$ cat src/rtl/olivia_pkg.sv
// Shared opcode constants and instruction classes for the Olivia retire monitor.
package olivia_pkg;

    // 11-bit R/D-format opcodes in instr[31:21]
    localparam logic [10:0] OpAdd  = 11'b10001011000;
    localparam logic [10:0] OpSub  = 11'b11001011000;
    localparam logic [10:0] OpAnd  = 11'b10001010000;
    localparam logic [10:0] OpOrr  = 11'b10101010000;
    localparam logic [10:0] OpLdur = 11'b11111000010;
    localparam logic [10:0] OpStur = 11'b11111000000;

    // Branch opcodes: CBZ in instr[31:24], B in instr[31:26]
    localparam logic [7:0]  OpCbz  = 8'hB4;
    localparam logic [5:0]  OpB    = 6'b000101;

    typedef enum logic [2:0] {
        ClsRtype,
        ClsMem,
        ClsCbz,
        ClsB,
        ClsNop,
        ClsUnknown
    } instr_class_e;

endpackage

$ cat src/rtl/olivia_retire_monitor_if.sv
// Retire and trace-readout bundle between the core side and the monitor.
interface olivia_retire_monitor_if #(
    parameter int unsigned XLEN  = 64,
    parameter int unsigned DEPTH = 16,
    parameter int unsigned CNT_W = 32
);
    localparam int unsigned AW = $clog2(DEPTH);

    logic            retire_valid;
    logic [XLEN-1:0] ret_pc;
    logic [31:0]     ret_instr;
    logic [XLEN-1:0] ret_op_a;
    logic [XLEN-1:0] ret_op_b;
    logic [XLEN-1:0] ret_imm;
    logic [XLEN-1:0] ret_result;
    logic            clear;
    logic            rd_en;
    logic [AW-1:0]   rd_idx;

    logic             rd_valid;
    logic             rd_empty;
    logic [XLEN-1:0]  rd_pc;
    logic [31:0]      rd_instr;
    logic             rd_mismatch;
    logic [AW:0]      fill;
    logic             wrapped;
    logic             frozen;
    logic             err_flag;
    logic [XLEN-1:0]  first_err_pc;
    logic [CNT_W-1:0] cnt_retired;
    logic [CNT_W-1:0] cnt_rtype;
    logic [CNT_W-1:0] cnt_mem;
    logic [CNT_W-1:0] cnt_branch;
    logic [CNT_W-1:0] cnt_unknown;
    logic [CNT_W-1:0] cnt_mismatch;

    modport master (
        output retire_valid, ret_pc, ret_instr, ret_op_a, ret_op_b, ret_imm, ret_result,
        output clear, rd_en, rd_idx,
        input  rd_valid, rd_empty, rd_pc, rd_instr, rd_mismatch, fill, wrapped, frozen,
        input  err_flag, first_err_pc, cnt_retired, cnt_rtype, cnt_mem, cnt_branch,
        input  cnt_unknown, cnt_mismatch
    );

    modport slave (
        input  retire_valid, ret_pc, ret_instr, ret_op_a, ret_op_b, ret_imm, ret_result,
        input  clear, rd_en, rd_idx,
        output rd_valid, rd_empty, rd_pc, rd_instr, rd_mismatch, fill, wrapped, frozen,
        output err_flag, first_err_pc, cnt_retired, cnt_rtype, cnt_mem, cnt_branch,
        output cnt_unknown, cnt_mismatch
    );

endinterface

$ cat src/rtl/olivia_instr_check.sv
// Combinational classifier and result recomputation for one retired instruction.
module olivia_instr_check
    import olivia_pkg::*;
#(
    parameter int unsigned XLEN = 64
) (
    input  logic [31:0]     i_instr,
    input  logic [XLEN-1:0] i_op_a,
    input  logic [XLEN-1:0] i_op_b,
    input  logic [XLEN-1:0] i_imm,
    input  logic [XLEN-1:0] i_result,
    output instr_class_e    o_class,
    output logic            o_checked,
    output logic            o_mismatch
);

    logic [XLEN-1:0] w_expected;

    // Decode in priority order; only R-type and memory ops carry an expected value
    always_comb begin
        o_class    = ClsUnknown;
        o_checked  = 1'b0;
        w_expected = '0;
        if (i_instr[31:24] == OpCbz) begin
            o_class = ClsCbz;
        end else if (i_instr[31:26] == OpB) begin
            o_class = ClsB;
        end else begin
            case (i_instr[31:21])
                OpAdd: begin
                    o_class    = ClsRtype;
                    o_checked  = 1'b1;
                    w_expected = i_op_a + i_op_b;
                end
                OpSub: begin
                    o_class    = ClsRtype;
                    o_checked  = 1'b1;
                    w_expected = i_op_a - i_op_b;
                end
                OpAnd: begin
                    o_class    = ClsRtype;
                    o_checked  = 1'b1;
                    w_expected = i_op_a & i_op_b;
                end
                OpOrr: begin
                    o_class    = ClsRtype;
                    o_checked  = 1'b1;
                    w_expected = i_op_a | i_op_b;
                end
                OpLdur, OpStur: begin
                    o_class    = ClsMem;
                    o_checked  = 1'b1;
                    w_expected = i_op_a + i_imm;
                end
                default: o_class = (i_instr == 32'd0) ? ClsNop : ClsUnknown;
            endcase
        end
    end

    assign o_mismatch = o_checked && (i_result != w_expected);

endmodule

$ cat src/rtl/olivia_retire_monitor.sv
// Retire monitor: event counters, circular trace buffer, error capture and trace readout.
module olivia_retire_monitor
    import olivia_pkg::*;
#(
    parameter int unsigned XLEN          = 64,
    parameter int unsigned DEPTH         = 16,
    parameter int unsigned CNT_W         = 32,
    parameter int unsigned FREEZE_ON_ERR = 1
) (
    input logic                    clk,
    input logic                    rst_n,
    olivia_retire_monitor_if.slave mon
);

    localparam int unsigned AW = $clog2(DEPTH);
    localparam int unsigned FW = AW + 1;

    instr_class_e w_class;
    logic         w_checked;
    logic         w_mismatch;

    olivia_instr_check #(
        .XLEN(XLEN)
    ) u_check (
        .i_instr   (mon.ret_instr),
        .i_op_a    (mon.ret_op_a),
        .i_op_b    (mon.ret_op_b),
        .i_imm     (mon.ret_imm),
        .i_result  (mon.ret_result),
        .o_class   (w_class),
        .o_checked (w_checked),
        .o_mismatch(w_mismatch)
    );

    logic             r_rd_valid, r_rd_empty, r_rd_mismatch;
    logic [XLEN-1:0]  r_rd_pc;
    logic [31:0]      r_rd_instr;
    logic [AW-1:0]    r_wr_ptr;
    logic [FW-1:0]    r_fill;
    logic             r_wrapped, r_frozen, r_err;
    logic [XLEN-1:0]  r_first_err_pc;
    logic [CNT_W-1:0] r_cnt [6];

    logic [XLEN-1:0]  r_mem_pc    [DEPTH];
    logic [31:0]      r_mem_instr [DEPTH];
    logic             r_mem_mm    [DEPTH];

    // A retire coinciding with clear is dropped entirely
    logic          w_retire, w_write, w_err;
    logic [5:0]    w_inc;
    logic [AW-1:0] w_rd_phys;
    logic          w_rd_empty;

    assign w_retire = mon.retire_valid && !mon.clear;
    assign w_write  = w_retire && !r_frozen;
    assign w_err    = w_retire && w_checked && w_mismatch;

    // Per-counter increment strobes: retired, rtype, mem, branch, unknown, mismatch
    always_comb begin
        w_inc    = '0;
        w_inc[0] = w_retire;
        w_inc[1] = w_retire && (w_class == ClsRtype);
        w_inc[2] = w_retire && (w_class == ClsMem);
        w_inc[3] = w_retire && ((w_class == ClsCbz) || (w_class == ClsB));
        w_inc[4] = w_retire && (w_class == ClsUnknown);
        w_inc[5] = w_err;
    end

    // Saturating event counters; they keep counting while the trace is frozen
    always_ff @(posedge clk or negedge rst_n) begin
        if (!rst_n) begin
            for (int i = 0; i < 6; i++) r_cnt[i] <= '0;
        end else if (mon.clear) begin
            for (int i = 0; i < 6; i++) r_cnt[i] <= '0;
        end else begin
            for (int i = 0; i < 6; i++) begin
                if (w_inc[i] && (r_cnt[i] != '1)) r_cnt[i] <= r_cnt[i] + CNT_W'(1);
            end
        end
    end

    // Trace pointers, fill level, wrap/freeze state and first-error capture
    always_ff @(posedge clk or negedge rst_n) begin
        if (!rst_n) begin
            r_wr_ptr       <= '0;
            r_fill         <= '0;
            r_wrapped      <= 1'b0;
            r_frozen       <= 1'b0;
            r_err          <= 1'b0;
            r_first_err_pc <= '0;
        end else if (mon.clear) begin
            r_wr_ptr       <= '0;
            r_fill         <= '0;
            r_wrapped      <= 1'b0;
            r_frozen       <= 1'b0;
            r_err          <= 1'b0;
            r_first_err_pc <= '0;
        end else begin
            if (w_write) begin
                r_wr_ptr <= r_wr_ptr + AW'(1);
                if (r_fill == FW'(DEPTH)) r_wrapped <= 1'b1;
                else                      r_fill    <= r_fill + FW'(1);
            end
            if (w_err && !r_err) begin
                r_err          <= 1'b1;
                r_first_err_pc <= mon.ret_pc;
            end
            // The failing entry is still written this edge, so it ends up newest
            if (w_err && (FREEZE_ON_ERR != 0)) r_frozen <= 1'b1;
        end
    end

    // Trace storage; contents are meaningless until written
    always_ff @(posedge clk) begin
        if (w_write) begin
            r_mem_pc[r_wr_ptr]    <= mon.ret_pc;
            r_mem_instr[r_wr_ptr] <= mon.ret_instr;
            r_mem_mm[r_wr_ptr]    <= w_mismatch;
        end
    end

    // rd_idx is relative to the oldest entry, which sits at wr_ptr once wrapped
    assign w_rd_phys  = r_wrapped ? (r_wr_ptr + mon.rd_idx) : mon.rd_idx;
    assign w_rd_empty = ({1'b0, mon.rd_idx} >= r_fill);

    // Registered readout; sees pre-write and pre-clear state of the same cycle
    always_ff @(posedge clk or negedge rst_n) begin
        if (!rst_n) begin
            r_rd_valid    <= 1'b0;
            r_rd_empty    <= 1'b0;
            r_rd_pc       <= '0;
            r_rd_instr    <= '0;
            r_rd_mismatch <= 1'b0;
        end else begin
            r_rd_valid <= mon.rd_en;
            if (mon.rd_en) begin
                r_rd_empty    <= w_rd_empty;
                r_rd_pc       <= w_rd_empty ? '0    : r_mem_pc[w_rd_phys];
                r_rd_instr    <= w_rd_empty ? '0    : r_mem_instr[w_rd_phys];
                r_rd_mismatch <= w_rd_empty ? 1'b0  : r_mem_mm[w_rd_phys];
            end
        end
    end

    assign mon.rd_valid     = r_rd_valid;
    assign mon.rd_empty     = r_rd_empty;
    assign mon.rd_pc        = r_rd_pc;
    assign mon.rd_instr     = r_rd_instr;
    assign mon.rd_mismatch  = r_rd_mismatch;
    assign mon.fill         = r_fill;
    assign mon.wrapped      = r_wrapped;
    assign mon.frozen       = r_frozen;
    assign mon.err_flag     = r_err;
    assign mon.first_err_pc = r_first_err_pc;
    assign mon.cnt_retired  = r_cnt[0];
    assign mon.cnt_rtype    = r_cnt[1];
    assign mon.cnt_mem      = r_cnt[2];
    assign mon.cnt_branch   = r_cnt[3];
    assign mon.cnt_unknown  = r_cnt[4];
    assign mon.cnt_mismatch = r_cnt[5];

endmodule

$ cat src/flat_wrapper.sv
// flat-port wrapper written by rule: the top's interface ports become plain ports
module olivia_retire_monitor_flat import olivia_pkg::*;
#(
    parameter int unsigned XLEN          = 64,
    parameter int unsigned DEPTH         = 16,
    parameter int unsigned CNT_W         = 32,
    parameter int unsigned FREEZE_ON_ERR = 1
)
  (clk, rst_n, mon_retire_valid, mon_ret_pc, mon_ret_instr, mon_ret_op_a, mon_ret_op_b, mon_ret_imm, mon_ret_result, mon_clear, mon_rd_en, mon_rd_idx, mon_rd_valid, mon_rd_empty, mon_rd_pc, mon_rd_instr, mon_rd_mismatch, mon_fill, mon_wrapped, mon_frozen, mon_err_flag, mon_first_err_pc, mon_cnt_retired, mon_cnt_rtype, mon_cnt_mem, mon_cnt_branch, mon_cnt_unknown, mon_cnt_mismatch);
  olivia_retire_monitor_if #(.XLEN(XLEN), .DEPTH(DEPTH), .CNT_W(CNT_W)) mon_i ();
  input logic clk;
  input logic rst_n;
  input wire logic [$bits(mon_i.retire_valid)-1:0] mon_retire_valid;
  input wire logic [$bits(mon_i.ret_pc)-1:0] mon_ret_pc;
  input wire logic [$bits(mon_i.ret_instr)-1:0] mon_ret_instr;
  input wire logic [$bits(mon_i.ret_op_a)-1:0] mon_ret_op_a;
  input wire logic [$bits(mon_i.ret_op_b)-1:0] mon_ret_op_b;
  input wire logic [$bits(mon_i.ret_imm)-1:0] mon_ret_imm;
  input wire logic [$bits(mon_i.ret_result)-1:0] mon_ret_result;
  input wire logic [$bits(mon_i.clear)-1:0] mon_clear;
  input wire logic [$bits(mon_i.rd_en)-1:0] mon_rd_en;
  input wire logic [$bits(mon_i.rd_idx)-1:0] mon_rd_idx;
  output wire logic [$bits(mon_i.rd_valid)-1:0] mon_rd_valid;
  output wire logic [$bits(mon_i.rd_empty)-1:0] mon_rd_empty;
  output wire logic [$bits(mon_i.rd_pc)-1:0] mon_rd_pc;
  output wire logic [$bits(mon_i.rd_instr)-1:0] mon_rd_instr;
  output wire logic [$bits(mon_i.rd_mismatch)-1:0] mon_rd_mismatch;
  output wire logic [$bits(mon_i.fill)-1:0] mon_fill;
  output wire logic [$bits(mon_i.wrapped)-1:0] mon_wrapped;
  output wire logic [$bits(mon_i.frozen)-1:0] mon_frozen;
  output wire logic [$bits(mon_i.err_flag)-1:0] mon_err_flag;
  output wire logic [$bits(mon_i.first_err_pc)-1:0] mon_first_err_pc;
  output wire logic [$bits(mon_i.cnt_retired)-1:0] mon_cnt_retired;
  output wire logic [$bits(mon_i.cnt_rtype)-1:0] mon_cnt_rtype;
  output wire logic [$bits(mon_i.cnt_mem)-1:0] mon_cnt_mem;
  output wire logic [$bits(mon_i.cnt_branch)-1:0] mon_cnt_branch;
  output wire logic [$bits(mon_i.cnt_unknown)-1:0] mon_cnt_unknown;
  output wire logic [$bits(mon_i.cnt_mismatch)-1:0] mon_cnt_mismatch;
  assign mon_i.retire_valid = mon_retire_valid;
  assign mon_i.ret_pc = mon_ret_pc;
  assign mon_i.ret_instr = mon_ret_instr;
  assign mon_i.ret_op_a = mon_ret_op_a;
  assign mon_i.ret_op_b = mon_ret_op_b;
  assign mon_i.ret_imm = mon_ret_imm;
  assign mon_i.ret_result = mon_ret_result;
  assign mon_i.clear = mon_clear;
  assign mon_i.rd_en = mon_rd_en;
  assign mon_i.rd_idx = mon_rd_idx;
  assign mon_rd_valid = mon_i.rd_valid;
  assign mon_rd_empty = mon_i.rd_empty;
  assign mon_rd_pc = mon_i.rd_pc;
  assign mon_rd_instr = mon_i.rd_instr;
  assign mon_rd_mismatch = mon_i.rd_mismatch;
  assign mon_fill = mon_i.fill;
  assign mon_wrapped = mon_i.wrapped;
  assign mon_frozen = mon_i.frozen;
  assign mon_err_flag = mon_i.err_flag;
  assign mon_first_err_pc = mon_i.first_err_pc;
  assign mon_cnt_retired = mon_i.cnt_retired;
  assign mon_cnt_rtype = mon_i.cnt_rtype;
  assign mon_cnt_mem = mon_i.cnt_mem;
  assign mon_cnt_branch = mon_i.cnt_branch;
  assign mon_cnt_unknown = mon_i.cnt_unknown;
  assign mon_cnt_mismatch = mon_i.cnt_mismatch;
  olivia_retire_monitor #(.XLEN(XLEN), .DEPTH(DEPTH), .CNT_W(CNT_W), .FREEZE_ON_ERR(FREEZE_ON_ERR)) u_core (.clk(clk), .rst_n(rst_n), .mon(mon_i));
endmodule
$ cat config.mk
export PLATFORM = sky130hd
export DESIGN_NAME = olivia_retire_monitor_flat
export DESIGN_NICKNAME = d
export VERILOG_FILES = /design/src/rtl/olivia_pkg.sv /design/src/rtl/olivia_retire_monitor_if.sv /design/src/rtl/olivia_instr_check.sv /design/src/rtl/olivia_retire_monitor.sv /design/src/flat_wrapper.sv
export SDC_FILE = /design/constraint.sdc
export NUM_CORES = 2
export LEC_CHECK = 0
export ABC_AREA = 1
export CAP_MARGIN = 10
export CORE_MARGIN = 4
export CORE_UTILIZATION = 60
export CTS_CLUSTER_DIAMETER = 120
export DETAILED_ROUTE_END_ITERATION = 8
export PLACE_DENSITY_LB_ADDON = 0.08
export REMOVE_ABC_BUFFERS = 1
export SLEW_MARGIN = 10
export SYNTH_ARGS = -nofsm -noshare
export SYNTH_HDL_FRONTEND = slang
export SYNTH_HIERARCHICAL = 1
export SYNTH_SLANG_ARGS = --single-unit
$ cat constraint.sdc
create_clock -name clk -period 7.3 [get_ports clk]
set_clock_uncertainty 0.15 [all_clocks]
set_input_delay 1.46 -clock clk [delete_from_list [all_inputs] [get_ports clk]]
set_output_delay 1.46 -clock clk [all_outputs]
set_load 0.02 [all_outputs]
# --- Yosys cells after proc, flatten, opt, wreduce, memory -nomap -nowiden ---
# Memory sizes are Yosys's and may differ from the RTL's.
# Index checks and enable logic that the tools add are counted.
classes:
  n_mux: 37
  n_reduce_logical: 37
  n_eq_ne: 21
  addsub: 12
  bitwise: 2
  magnitude_cmp: 1
op_table:
  columns: ["op", "count"]
  rows:
  - ["two-way mux 64 bit", 5]
  - ["case mux 64 bit (5 select lines)", 1]
  - ["two-way mux 32 bit", 7]
  - ["adder 32 x 1 -> 32 bit, second input constant", 6]
  - ["two-way mux 192 bit", 1]
  - ["!= test 32 bit, second input constant", 6]
  - ["adder 64 bit", 2]
  - ["equality test 11 bit, second input constant", 6]
  - ["bitwise AND 64 bit", 1]
  - ["!= test 64 bit", 1]
  - ["OR 64 bit", 1]
  - ["subtractor 64 bit", 1]
  - ["logical NOT 32 bit", 1]
  - ["nonzero test 2 bit", 10]
  - ["logical AND 1 bit", 16]
  - ["two-way mux 5 bit", 3]
  - ["two-way mux 1 bit", 14]
  - ["two-way mux 4 bit", 3]
  - ["equality test 8 bit, second input constant", 1]
  - ["equality test 3 x 2 -> 1 bit, second input constant", 2]
  - ["equality test 6 x 3 -> 1 bit, second input constant", 1]
  - ["two-way mux 3 bit", 2]
  - ["case mux 3 bit (2 select lines)", 1]
  - ["OR reduction 6 bit", 1]
  - ["14 further kinds", 17]
word_totals:
  ff_bits: 367
  word_cells: 130
  output_inout_bits: 363
  ramBits: 1552
  n_memories: 3
memory_table:
  columns: ["memory", "words", "width", "read_ports", "rd_clocked_by_memory_dff", "write_ports", "line_no", "rtl"]
  rows:
  - ["u_core.r_mem_pc", 16, 64, 1, 0, 1, "olivia_retire_monitor.sv:44", "logic [XLEN-1:0] r_mem_pc [DEPTH];"]
  - ["u_core.r_mem_instr", 16, 32, 1, 0, 1, "olivia_retire_monitor.sv:45", "logic [31:0] r_mem_instr [DEPTH];"]
  - ["u_core.r_mem_mm", 16, 1, 1, 0, 1, "olivia_retire_monitor.sv:46", "logic r_mem_mm [DEPTH];"]

# --- Longest topological paths before layout ---
logic_depth:
  ltp_word: 11
  depth_mapped: 51
  ltp_nobuf: 49

# --- Hierarchy ---
# The synthesis kept the hierarchy.
by_module_without_submodules:
  columns: ["module", "seq_area_each_um2", "cells_per_inst", "n_inst", "area_per_inst_um2"]
  rows:
  - ["olivia_retire_monitor", 55788.5, 9287, 1, 88082.0]
  - ["olivia_instr_check", 0.0, 2578, 1, 11981.5]

# --- Least setup slack after synthesis ---
# Ideal clock, no wire load.
synth_path:
  kind: "input to register"
  startpoint: "in mon_clear"
  endpoint: "mem u_core.r_mem_instr[11][0], enable pin"
  n_path_buf: 0
  setup_time_ns: 0.554
  cell_stages: 5
  slack_ns: 0.496
  t_required_ns: 6.596
  arrival_time_ns: 6.100
  cell_sequence: "inv_2 nand2_1 nor2_2 nand2_1 nor2_1"
synth_between:
  elab_chain_len: 5
synth_lines:
  columns: ["element", "line_no", "rtl"]
  rows:
  - ["start: declaration", "flat_wrapper.sv:20", "input wire logic [$bits(mon_i.clear)-1:0] mon_clear;"]
  - ["logical NOT 1 bit", "olivia_retire_monitor.sv:54", "assign w_retire = mon.retire_valid && !mon.clear;"]
  - ["logical AND 1 bit", "olivia_retire_monitor.sv:54", null]
  - ["logical AND 1 bit", "olivia_retire_monitor.sv:55", "assign w_write = w_retire && !r_frozen;"]
  - ["two-way mux 1 bit", "olivia_retire_monitor.sv:115", "if (w_write) begin"]
  - ["two-way mux 1 bit (implied by the code)", "olivia_retire_monitor.sv:117", "r_mem_instr[r_wr_ptr] <= mon.ret_instr;"]
  - ["end: declaration", "olivia_retire_monitor.sv:45", null]
# Every way passes these cells.

# --- Final worst setup path ---
layout_path:
  startpoint: "in mon_ret_op_b[1]"
  endpoint: "reg u_core.r_first_err_pc[38], in the netlist u_core/mon.first_err_pc[38]"
layout_between:
  elab_chain_len: 9
layout_lines:
  columns: ["element", "line_no", "rtl"]
  rows:
  - ["start: declaration", "flat_wrapper.sv:17", "input wire logic [$bits(mon_i.ret_op_b)-1:0] mon_ret_op_b;"]
  - ["subtractor 64 bit (tied with other cells)", "olivia_instr_check.sv:38", "w_expected = i_op_a - i_op_b;"]
  - ["case mux 64 bit (5 select lines) *", "olivia_instr_check.sv:29", "case (i_instr[31:21])"]
  - ["two-way mux 64 bit *", "olivia_instr_check.sv:26", "end else if (i_instr[31:26] == OpB) begin"]
  - ["two-way mux 64 bit *", "olivia_instr_check.sv:24", "if (i_instr[31:24] == OpCbz) begin"]
  - ["!= test 64 bit *", "olivia_instr_check.sv:60", "assign o_mismatch = o_checked && (i_result != w_expected);"]
  - ["logical AND 1 bit *", "olivia_instr_check.sv:60", null]
  - ["net u_core.w_mismatch", "olivia_retire_monitor.sv:20", "logic w_mismatch;"]
  - ["logical AND 1 bit *", "olivia_retire_monitor.sv:56", "assign w_err = w_retire && w_checked && w_mismatch;"]
  - ["logical AND 1 bit *", "olivia_retire_monitor.sv:104", "if (w_err && !r_err) begin"]
  - ["nonzero test 2 bit (no line) *", null, null]
  - ["end signal: assignment", "olivia_retire_monitor.sv:106", "r_first_err_pc <= mon.ret_pc;"]
  - ["end: declaration", "olivia_retire_monitor.sv:41", "logic [XLEN-1:0] r_first_err_pc;"]
# The timed path passes the listed nets; every way through them passes the cells marked *.
# A chain may end at the register's enable or synchronous reset.

==> impl_metrics.tcl <==
set metrics [dict create \
    die_w_um 416.4 \
    critPathSlowestCell "clkdlybuf4s50_1" \
    antenna_found_initial 28 \
    synthesis.area_um2 100100 \
    io_pins 724 \
    synth_edf_count 1552 \
    first_iter_violations 12333 \
    crit_path_max_fanout 11 \
    synth_top_family_by_area "simple AND/OR/NAND/NOR gates" \
    portBuffers 723 \
    yosysSeqAreaShare_pct 55.75 \
    reg2regPathDepth 11 \
    dpl_worst_slack_ns -0.8340 \
    critPathLaunchType "input port" \
    synth_seq_cells 1919 \
    clk_pin_slew_worst_paths_ns 0.06 \
    synth_xor_area_share_pct 0.6827 \
    area.sequential_um2 55790 \
    cpMostUsedCell "nand2_1" \
    relSlewSlack_pct 9.605 \
    ant_nets 0 \
    drc_errors 0 \
    drive_gt1_share_pct 8.107 \
    clockBufferDepth 3 \
    worstPathArrival_ns 7.58 \
    synthToLayoutAreaGrowth_pct 19.97 \
    pwr-share-clk_pct 40.8 \
    grt_max_degree 167 \
    period_share_pct 95.26 \
    synth_area_per_cell_um2 8.433 \
    yosysWarningCount 6 \
    critPathMaxStageDelay_ns 0.45 \
    synth_fa_ha_area_share_pct 1.315 \
    fin_crit_ns 6.954 \
    p_leak_nw 53.51 \
    cts_buffers 190 \
    drv_cap 0 \
    initial_core_util_pct 60.51 \
    synthFlopType "edfxtp_1" \
    r2r_start "u_core/mon.wrapped" \
    worst-r2r-setup-slack_ns 3.07 \
    grt-ovfl-total 0 \
    yosys.area_share.simple_pct 30.12 \
    worstSetupPathType "input port to flop" \
    multi_input_area_um2 34790 \
    max_freq_ghz 0.1438 \
    clock-root-buffer "clkbuf_16" \
    p_comb_share_pct 10.8 \
    via_per_inst 5.863 \
    ctsHtreeMaxLevel 4 \
    wl_per_cell_um 22.60 \
    required_ns 7.93 \
    nFillCells 11961 \
    dp_hpwl_um 211400 \
    cts.sinks 1919 \
    grt_pass1_wl_um 508300 \
    vias 89206 \
    layout_setup_ws_ns 0.3460 \
    routed_wl_um 343900 \
    cellPowerDensity_nw_per_um2 207.0 \
    swShare_pct 24.09 \
    maxSlewViolCount 0 \
    min_path_type "flop to flop" \
    p_int_mw 18.87 \
    clk_latency_ns 0.84 \
    endpoint "u_core/mon.first_err_pc[38]" \
    worstHoldStart "u_core/mon.rd_pc[22]" \
    grt_pass1_vias 84958 \
    status "finished clean" \
    place_congestion 1.009 \
    coreArea_um2 165400 \
    die_area_um2 173400 \
    synth_compound_area_share_pct 2.224 \
    rows 149 \
    fp.dieH_um 416.4 \
    nets 13300 \
    power_mw 24.85 \
    synthCells 11865 \
    setup_viol 0 \
    first_pass_iters 8 \
    synthMuxAreaShare_pct 0 \
    grt.total_usage_pct 38.27 \
    yosysUniqueCellTypes 57 \
    cts_tree "done" \
    vdd_drop_max_uv 251.9 \
    reg2reg_to "u_core/mon.rd_instr[14]" \
    hold_buffers 0 \
    power_frac_seq_pct 48.4 \
    critPathLaunch "mon_ret_op_b[1]" \
    worstSetupEndpointType "flop" \
    tightestPinTransition_ns 1.356 \
    p_switching_mw 5.987 \
    async_flop_share_pct 19.12 \
    hold_viol_final 0 \
    tns_ns 0 \
]
==> cell usage in the layout, fill, tap and decap left out, drive strengths merged, types with 46 or more instances in the layout <==
master and n:
ha 102, nor2 715, a31oi 46, inv 1998
clkbuf 285, a21oi 100, nor3 76, edfxtp 1552
nand3 2271, buf 604, clkdlybuf4s50 721, o21ai 200
nand2 3328, nand3b 246, dfrtp 367, nand4 128
xor2 50
==> sequential cells by signal (all words and copies together), names as in the netlist, 32 cells and up <==
register	flops
u_core/mon.cnt_mem	32
u_core/mon.cnt_unknown	32
u_core/r_mem_instr	512
u_core/mon.cnt_mismatch	32
u_core/mon.rd_instr	32
u_core/mon.cnt_retired	32
u_core/mon.cnt_branch	32
u_core/mon.cnt_rtype	32
u_core/r_mem_pc	1024
u_core/mon.first_err_pc	64
u_core/mon.rd_pc	64
==> layout make-up <==
type	count	share of cell area (%)
well taps	2189	2.281
flip-flops and latches	1919	46.47
multi-input cells	7405	28.98
clock buffers	282	4.645
clock inverters	76	0.8004
diodes	24	0.05003
inverters	1991	6.234
repair buffers	1328	10.54
==> power by group through the flow <==
stage	logic, mW	clock network [mW]	registers (mW)
after floorplan	1.33	0	12.3
after global placement	2.55	0	12.3
after detailed placement	2.60	0	12.3
after CTS	2.62	10.2	12.0
after global routing	2.87	10.7	12.0
final	2.68	10.1	12.0
==> layer usage <==
metal	share of wire, %	GRT usage [%]	vias up
met5	0.022	0	-
met4	5.4	19.77	10
met3	11	5.873	986
met2	47	61.71	5997
met1	37	50.64	41740
li1	-	-	40473
==> Yosys cell counts, types with 35 or more instances <==
master / count / area share (%)
nand3_1: 2269 / 11
clkbuf_1: 267 / 1.0
nand2_1: 3317 / 12
edfxtp_1: 1552 / 47
xor2_1: 50 / 0.44
inv_1: 1968 / 7.4
nor2_1: 691 / 2.6
nand4_1: 128 / 0.80
nor3_1: 73 / 0.37
nand3b_1: 246 / 1.8
nor4_1: 35 / 0.22
ha_1: 102 / 1.3
a31oi_1: 46 / 0.29
dfrtp_1: 367 / 9.2
a21oi_1: 96 / 0.48
buf_1: 60 / 0.23
buf_2: 200 / 1.0
o21ai_0: 167 / 0.84
==> per-stage QoR <==
stage | hold slack, ns | utilization [%] | std cells | instance area (um2)
finish | 0.3317 | 72.60 | 15214 | 120000
global route | 0.3494 | 72.59 | 15209 | 120000
CTS | 0.3312 | 72.34 | 15180 | 119600
detailed placement | 0.3153 | 68.39 | 14822 | 113100
global placement | 0.3126 | 68.39 | 14822 | 113100
floorplan | 0.3498 | - | 11315 | 97620
==> logic make-up after synthesis <==
| family | Yosys count |
|---|---|
| and+or+nand+nor | 6825 |
| buffers and inverters | 2541 |
| DFF | 1919 |
| AOI/OAI and AO/OA | 398 |
| adders and majority gates | 104 |
| xor gates and xnor gates | 78 |
==> worst min-delay path by stage <==
stage	cells after the start	slack (ns)	to
after CTS	2	0.33	u_core/mon.rd_pc[18]
final	2	0.33	u_core/mon.rd_pc[22]
after global routing	2	0.35	u_core/mon.rd_pc[22]
after floorplan	1	0.35	u_core/r_wr_ptr[3]
after global placement	2	0.31	u_core/mon.rd_pc[35]
after detailed placement	2	0.32	u_core/mon.rd_pc[6]
==> timing repair <==
action / CTS / global route
endpoints found under the setup margin: 0 / 98
resized for setup: 0 / 65
buffers inserted: 0 / 3
==> critical path, delay by kind of cell <==
family	cells	cell delay, ns
adders and majority gates	2	0.54
AOI/OAI and AO/OA	6	1.07
and+or+nand+nor	25	2.92
buffers and inverters	10	1.53
Power figures use the tool's default switching activity.
